==> src/rtl/hardwired_control_unit.sv <==
// hardwired_control_unit
//   Hardwired control sequencer for the bus-based datapath. Steps through
//   fetch (T0-T2) and execute (T3-T6), stalls in T1 until memory is ready,
//   and parks in HALTED on a halt instruction or a Stop request in T0.
//
// Ports
//   Clock, Clear        : rising-edge clock, asynchronous active-high reset
//   IR[31:0]            : opcode = IR[31:27], Ra = IR[26:23], Rb = IR[22:19], Rc = IR[18:15]
//   MemReady            : memory data valid this cycle
//   Stop                : halt request, honoured only in T0
//   Run                 : 1 while sequencing (T0-T6)
//   PCout, Zlowout, ZHighout, MDRout            : bus drive enables
//   MARin, PCin, MDRin, IRin, Yin, ZLowIn,
//   ZHighIn, HIin, LOin                         : register load enables
//   IncPC, Read         : ALU increment, memory read
//   ALU_op[4:0]         : ALU operation (non-zero only in T4)
//   Rin/Rout[NUM_REGS-1:0] : one-hot general register load/drive
//
// state  | meaning
// RST    | held in reset, all outputs 0
// T0     | PC -> MAR, PC+1 -> Z
// T1     | Z -> PC, memory read into MDR (stalls until MemReady)
// T2     | MDR -> IR, dispatch on opcode
// T3     | first operand -> Y
// T4     | second operand through ALU -> Z
// T5     | Z low -> Ra or LO
// T6     | Z high -> HI (mul/div only)
// HALTED | stopped, all outputs 0, left only via Clear

module hardwired_control_unit #(
   parameter int NUM_REGS = 16,
   parameter int SEL_W    = 4
) (
   input  logic                Clock,
   input  logic                Clear,
   input  logic [31:0]         IR,
   input  logic                MemReady,
   input  logic                Stop,
   output logic                Run,
   output logic                PCout,
   output logic                Zlowout,
   output logic                ZHighout,
   output logic                MDRout,
   output logic                MARin,
   output logic                PCin,
   output logic                MDRin,
   output logic                IRin,
   output logic                Yin,
   output logic                ZLowIn,
   output logic                ZHighIn,
   output logic                HIin,
   output logic                LOin,
   output logic                IncPC,
   output logic                Read,
   output logic [4:0]          ALU_op,
   output logic [NUM_REGS-1:0] Rin,
   output logic [NUM_REGS-1:0] Rout
);

   typedef enum logic [3:0] {
      RST, T0, T1, T2, T3, T4, T5, T6, HALTED
   } state_t;

   localparam logic [4:0] OP_ADD  = 5'b00011;
   localparam logic [4:0] OP_OR   = 5'b01010;
   localparam logic [4:0] OP_MUL  = 5'b01110;
   localparam logic [4:0] OP_DIV  = 5'b01111;
   localparam logic [4:0] OP_HALT = 5'b11011;

   state_t state, next_state;

   logic [4:0]       opcode;
   logic [SEL_W-1:0] ra, rb, rc;
   logic             is_alu3, is_muldiv, is_halt;
   logic             unused_ir;

   assign opcode    = IR[31:27];
   assign ra        = IR[26 -: SEL_W];
   assign rb        = IR[22 -: SEL_W];
   assign rc        = IR[18 -: SEL_W];
   assign unused_ir = ^IR[14:0];

   // add..or occupy one contiguous opcode range
   assign is_alu3   = (opcode >= OP_ADD) && (opcode <= OP_OR);
   assign is_muldiv = (opcode == OP_MUL) || (opcode == OP_DIV);
   assign is_halt   = (opcode == OP_HALT);

   // field values beyond NUM_REGS select nothing, so the bus stays one-hot or idle
   function automatic logic [NUM_REGS-1:0] sel_decode(input logic [SEL_W-1:0] sel);
      logic [NUM_REGS-1:0] v;
      v = '0;
      for (int i = 0; i < NUM_REGS; i++) begin
         v[i] = ({{(32-SEL_W){1'b0}}, sel} == 32'(i));
      end
      return v;
   endfunction

   always_ff @(posedge Clock or posedge Clear) begin
      if (Clear) state <= RST;
      else       state <= next_state;
   end

   always_comb begin
      next_state = state;
      Run      = 1'b0;
      PCout    = 1'b0;
      Zlowout  = 1'b0;
      ZHighout = 1'b0;
      MDRout   = 1'b0;
      MARin    = 1'b0;
      PCin     = 1'b0;
      MDRin    = 1'b0;
      IRin     = 1'b0;
      Yin      = 1'b0;
      ZLowIn   = 1'b0;
      ZHighIn  = 1'b0;
      HIin     = 1'b0;
      LOin     = 1'b0;
      IncPC    = 1'b0;
      Read     = 1'b0;
      ALU_op   = 5'b0;
      Rin      = '0;
      Rout     = '0;

      case (state)
         RST: next_state = T0;
         T0: begin
            Run    = 1'b1;
            PCout  = 1'b1;
            MARin  = 1'b1;
            IncPC  = 1'b1;
            ZLowIn = 1'b1;
            next_state = Stop ? HALTED : T1;
         end
         T1: begin
            Run     = 1'b1;
            Zlowout = 1'b1;
            Read    = 1'b1;
            MDRin   = 1'b1;
            // PC loads only in the cycle that also leaves T1, so it loads once
            if (MemReady) begin
               PCin       = 1'b1;
               next_state = T2;
            end
         end
         T2: begin
            Run    = 1'b1;
            MDRout = 1'b1;
            IRin   = 1'b1;
            if (is_alu3 || is_muldiv) next_state = T3;
            else if (is_halt)         next_state = HALTED;
            else                      next_state = T0;
         end
         T3: begin
            Run  = 1'b1;
            Yin  = 1'b1;
            Rout = is_muldiv ? sel_decode(ra) : sel_decode(rb);
            next_state = T4;
         end
         T4: begin
            Run     = 1'b1;
            Rout    = is_muldiv ? sel_decode(rb) : sel_decode(rc);
            ALU_op  = opcode;
            ZLowIn  = 1'b1;
            ZHighIn = is_muldiv;
            next_state = T5;
         end
         T5: begin
            Run     = 1'b1;
            Zlowout = 1'b1;
            if (is_muldiv) begin
               LOin       = 1'b1;
               next_state = T6;
            end else begin
               Rin        = sel_decode(ra);
               next_state = T0;
            end
         end
         T6: begin
            Run      = 1'b1;
            ZHighout = 1'b1;
            HIin     = 1'b1;
            next_state = T0;
         end
         HALTED: next_state = HALTED;
         default: next_state = RST;
      endcase
   end

endmodule

==> config.mk <==
export PLATFORM = sky130hd
export DESIGN_NAME = hardwired_control_unit
export DESIGN_NICKNAME = d
export VERILOG_FILES = /design/src/rtl/hardwired_control_unit.sv
export SDC_FILE = /design/constraint.sdc
export NUM_CORES = 1
export LEC_CHECK = 0
export ABC_AREA = 1
export CORE_MARGIN = 5
export CORE_UTILIZATION = 34
export CTS_CLUSTER_SIZE = 40
export DETAILED_ROUTE_END_ITERATION = 8
export MAX_ROUTING_LAYER = met4
export PLACE_DENSITY = 0.88
export SLEW_MARGIN = 20
export SYNTH_ARGS = -nofsm -noshare
export SYNTH_HDL_FRONTEND = slang
export SYNTH_SLANG_ARGS = --single-unit
==> constraint.sdc <==
create_clock -name Clock -period 1.4 [get_ports Clock]
set_input_delay 0.28 -clock Clock [delete_from_list [all_inputs] [get_ports Clock]]
set_output_delay 0.28 -clock Clock [all_outputs]
set_load 0.005 [all_outputs]
Word-level counts from Yosys, hierarchy flattened
Index checks and enable logic that the tools add are counted.

word-level totals
  flip-flop bits (word level) = 4
  word-level logic and storage cells = 96

cells by class
  $lt $le $gt $ge = 2
  equality and inequality tests = 57
  muxes and demuxes = 25
  reductions and logical operators = 11

operators by type and width
  cell                number
  $eq 4x4->1 const B  25
  $eq 4x3->1 const B  16
  $mux 16             4
  $eq 4x2->1 const B  8
  $pmux 16 s2         1
  $pmux 4 s8          1
  $eq 4x1->1 const B  4
  $logic_not 4->1     4
  $mux 4              4
  $mux 1              13
  $eq 5x4->1 const B  2
  $reduce_or 7->1     1
  $reduce_or 2->1     3
  $eq 5x5->1 const B  1
  $ge 5x2->1 const B  1
  $le 5x4->1 const B  1
  $mux 5              1
  $mux 3              1
  $logic_or 1x1->1    2
  $ne 2x2->1 const B  1
  $logic_and 1x1->1   1

Longest topological paths before layout
  depth after elaboration = 5
  gate-level depth with buffers = 8
  depth with buffers taken out = 7

Worst setup path after synthesis
Ideal clock, no wire load.

  path kind = register to output
  from = register state[0]
  to = output port Rin[0]
  arrival time = 1,127 ps
  data required time = 1,120 ps
  slack = -7 ps
  stages on the path, launching flop included = 7
  cells stage by stage = dfrtp_1 inv_1 nand2_1 nor2_2 nand3_2 buf_2 nor2_1

between the ends
  word-level cells in the longest chain between the ends = 2

RTL lines
  what                    RTL line  text
  from (decl)             70        state_t state, next_state;
  from (signal assigned)  100       else state <= next_state;
  $eq 4x3->1              125       case (state)
  $mux 16                 125
  to (decl)               56        output logic [NUM_REGS-1:0] Rin,

No other way between the ends.

Worst setup path in the final report
  from = input port IR[22]
  to = output port Rout[5]

between the ends
  word-level cells in the longest chain between the ends = 3
  elaborated cells on any way between the ends = 4
  those cells by class = eq/ne: 1; mux: 3

RTL lines
  what                               RTL line  text
  from (decl)                        36        input logic [31:0] IR,
  $eq 4x3->1 (*)                     93        v[i] = ({{(32-SEL_W){1'b0}}, sel} == 32'(i));
  $mux 16, on equally long branches  162, 157
  $pmux 16 s2 (*)                    125
  to (decl)                          57        output logic [NUM_REGS-1:0] Rout

Mark *: on every way between the ends. The rest lies on a longest branch, timed or not.

==> flow_metrics.tcl <==
set metrics [dict create \
    io_buffers 73 \
    reg_top3 "state: 4 flops" \
    p_per_area_nw_per_um2 851 \
    die_h_um 73.7 \
    syn_area_um2 1380 \
    critPathLaunchType "input pin" \
    critPathKind "input pin to output port" \
    area_growth_pct 154 \
    setup_viol_count_final 57 \
    initial_core_util 0.347 \
    grt_max_degree 15 \
    regMostFlops "state" \
    hold_class "input pin to asynchronous set/reset pin" \
    worstSkewPairLatency_ns 0.22 \
    timing.final.crit_period_ns 1.99 \
    drc 0 \
    rsz0062_at_grt "true" \
    largest_reg_flops 4 \
    post-route-period-util 1.42 \
    setup_tns_ns -20.33 \
    max_slew_margin 0.746 \
    synth_warnings 0 \
    finClkSkew_ns 0.00125 \
    routabilityCongestion 0.902 \
    insertedDiodeCount 0 \
    switchingPower_w 0.00138 \
    drt-vias-per-instance 6.06 \
    ys_ff_latch 4 \
    postCtsHoldBufs 0 \
    synth_cells 275 \
    fin_util 0.883 \
    power.leakage_nw 1.78 \
    violations "setup timing" \
    wire_per_inst_um 20.9 \
    worst_slack_ns -0.591 \
    cts_tree "yes" \
    worst_pin_slew_ns 0.378 \
    power_frac_seq 0.074 \
    dp_slack_ns -1.01 \
    grt_pass1_wl_um 13400 \
    yosysUniqueCellTypes 30 \
    grt_use_total 0.326 \
    die_area_um2 5420 \
    internal_power_w 0.00160 \
    drtAntennaViolNets 0 \
    combPwrFrac 0.843 \
    slowest_delay_ns 0.29 \
    slew_viol_final 0 \
    cpMaxStageDelayCell "dlygate4sd2_1" \
    root_buffer "clkbuf_8" \
    switching_share 0.463 \
    hpwlAfterDp_um 4760 \
    ios 89 \
    clock_power_share 0.083 \
    syn_avg_cell_area_um2 5.01 \
    cp-end-kind "output port" \
    status "finished, violations left" \
    overflow 0 \
    nets 485 \
    clk_pin_slew_ns 0.03 \
    ys_seq_area_frac 0.0727 \
    cts_buffer_depth 2 \
    max-cap-violations 0 \
    crit_top_cell "nand2_1" \
    fp.dieW_um 73.7 \
    clock-sinks 4 \
    r2r_slack_ns -0.17 \
    totalWireLength_um 10400 \
    cts_max_level 1 \
    cts_buffers 3 \
    syn_nets 311 \
    vias 3010 \
    peakVddDrop_mv 1.13 \
    drive_above_1_share 0.626 \
    drt_iter0_drc 442 \
    antenna_found_initial 0 \
    coreArea_um2 3970 \
    required_ns 1.12 \
    rows 23 \
    grt_pass1_vias 2777 \
    max_clock_freq_mhz 502 \
    first_pass_iters 8 \
    final_hold_viol_count 0 \
    crit_chain "dlygate4sd2_1 > inv_1 > nand2_1 > inv_1 > nand2_1 > nand2_1 > nand3_1 > o211ai_1 > buf_2" \
    worstPathArrival_ns 1.71 \
    cp_max_fo 4 \
]
## cells in the final DEF (no fill, tap or decap), drive strengths merged, types with 5 or more instances in the layout
cell type / netlist / layout
nand3: 31 / 31
inv: 33 / 33
buf: 14 / 166
dlygate4sd2: 0 / 9
o211ai: 11 / 11
nor2: 54 / 54
o21ai: 13 / 13
a21oi: 5 / 5
nor3: 10 / 10
nand2: 91 / 91
## through the flow
step,total power [W],instance area (um2),cells,hold WS [ns]
after CTS,0.00248,3170,486,0.261
after detailed placement,0.00159,2540,441,0.488
after floorplan,0.000826,1380,275,0.0461
final,0.00298,3510,497,0.290
after global routing,0.00310,3510,497,0.302
after global placement,0.00156,2540,441,0.480
## cell usage after synthesis
| cell | n | area (um2) |
|---|---|---|
| o21ai_2 | 1 | 8.76 |
| nand4_2 | 1 | 12.5 |
| buf_8 | 1 | 15.0 |
| a21oi_1 | 4 | 20.0 |
| nor3_2 | 1 | 10.0 |
| o22ai_1 | 1 | 6.26 |
| nor4_1 | 1 | 6.26 |
| nand2_1 | 89 | 334 |
| buf_4 | 7 | 52.6 |
| inv_2 | 3 | 11.3 |
| nand3_1 | 30 | 150 |
| and2_1 | 1 | 6.26 |
| nor2_1 | 51 | 191 |
| nand3_2 | 1 | 10.0 |
| clkbuf_1 | 1 | 3.75 |
| dfrtp_1 | 4 | 100 |
| o21ai_0 | 11 | 55.1 |
| or2_2 | 1 | 6.26 |
| nor2_2 | 1 | 6.26 |
| a21oi_2 | 1 | 8.76 |
| nand2_4 | 2 | 22.5 |
| nand4_1 | 2 | 12.5 |
| nor3_1 | 9 | 45.0 |
| inv_1 | 30 | 113 |
| o21ai_1 | 1 | 5.00 |
| buf_2 | 5 | 25.0 |
| o211ai_1 | 11 | 82.6 |
| nor2_8 | 2 | 40.0 |
| buf_6 | 1 | 11.3 |
| a31oi_1 | 1 | 6.26 |
## power by group through the flow
stage | clock network, W | logic, W | registers (W)
floorplan | 0 | 0.000619 | 0.000207
global placement | 0 | 0.00137 | 0.000193
detailed placement | 0 | 0.00139 | 0.000196
CTS | 0.000246 | 0.00203 | 0.000205
global route | 0.000261 | 0.00262 | 0.000222
finish | 0.000248 | 0.00252 | 0.000219
## critical path, delay by kind of cell
kind                   cells  cell delay [ns]
buffers and inverters      4             0.78
AND/OR/NAND/NOR            4             0.51
AO/OA/AOI/OAI              1             0.14
## worst paths after layout
check | startpoint | endpoint | cells after the start
min reg2reg | state[3] | state[0] | 4
max reg2reg | state[3] | state[0] | 10
min | Clear | state[3] | 2
max | IR[22] | Rout[5] | 9
max in group asynchronous | Clear | state[2] | 2
min in group Clock | IR[30] | state[2] | 6
## metal layers
| metal | track usage | part of all wire |
|---|---|---|
| met4 | 0.221 | 0.10 |
| met5 | - | 0 |
| met3 | 0.0369 | 0.095 |
| met1 | 0.340 | 0.33 |
| met2 | 0.568 | 0.48 |
## what timing repair did
action	in CTS	in global routing
gates resized for setup	389	65
setup endpoints to repair	57	56
buffers inserted	42	13
pin swaps	40	30
cloned	3	0
## cells by family after synthesis
logic type / count (synthesis) / synth area share
AND/OR/NAND/NOR: 192 / 0.619
flip-flops: 4 / 0.0727
AO/OA/AOI/OAI: 31 / 0.140
buffers and inverters: 48 / 0.168
## area by class of cell
class	count	area [um2]
inverter	33	131
sequential	4	101
fill	184	465
clock buffer	3	41.3
tap	50	62.6
multi-input combinational	223	1580
timing repair buffer	184	1590
No activity file was read; power rests on OpenSTA's default activity.
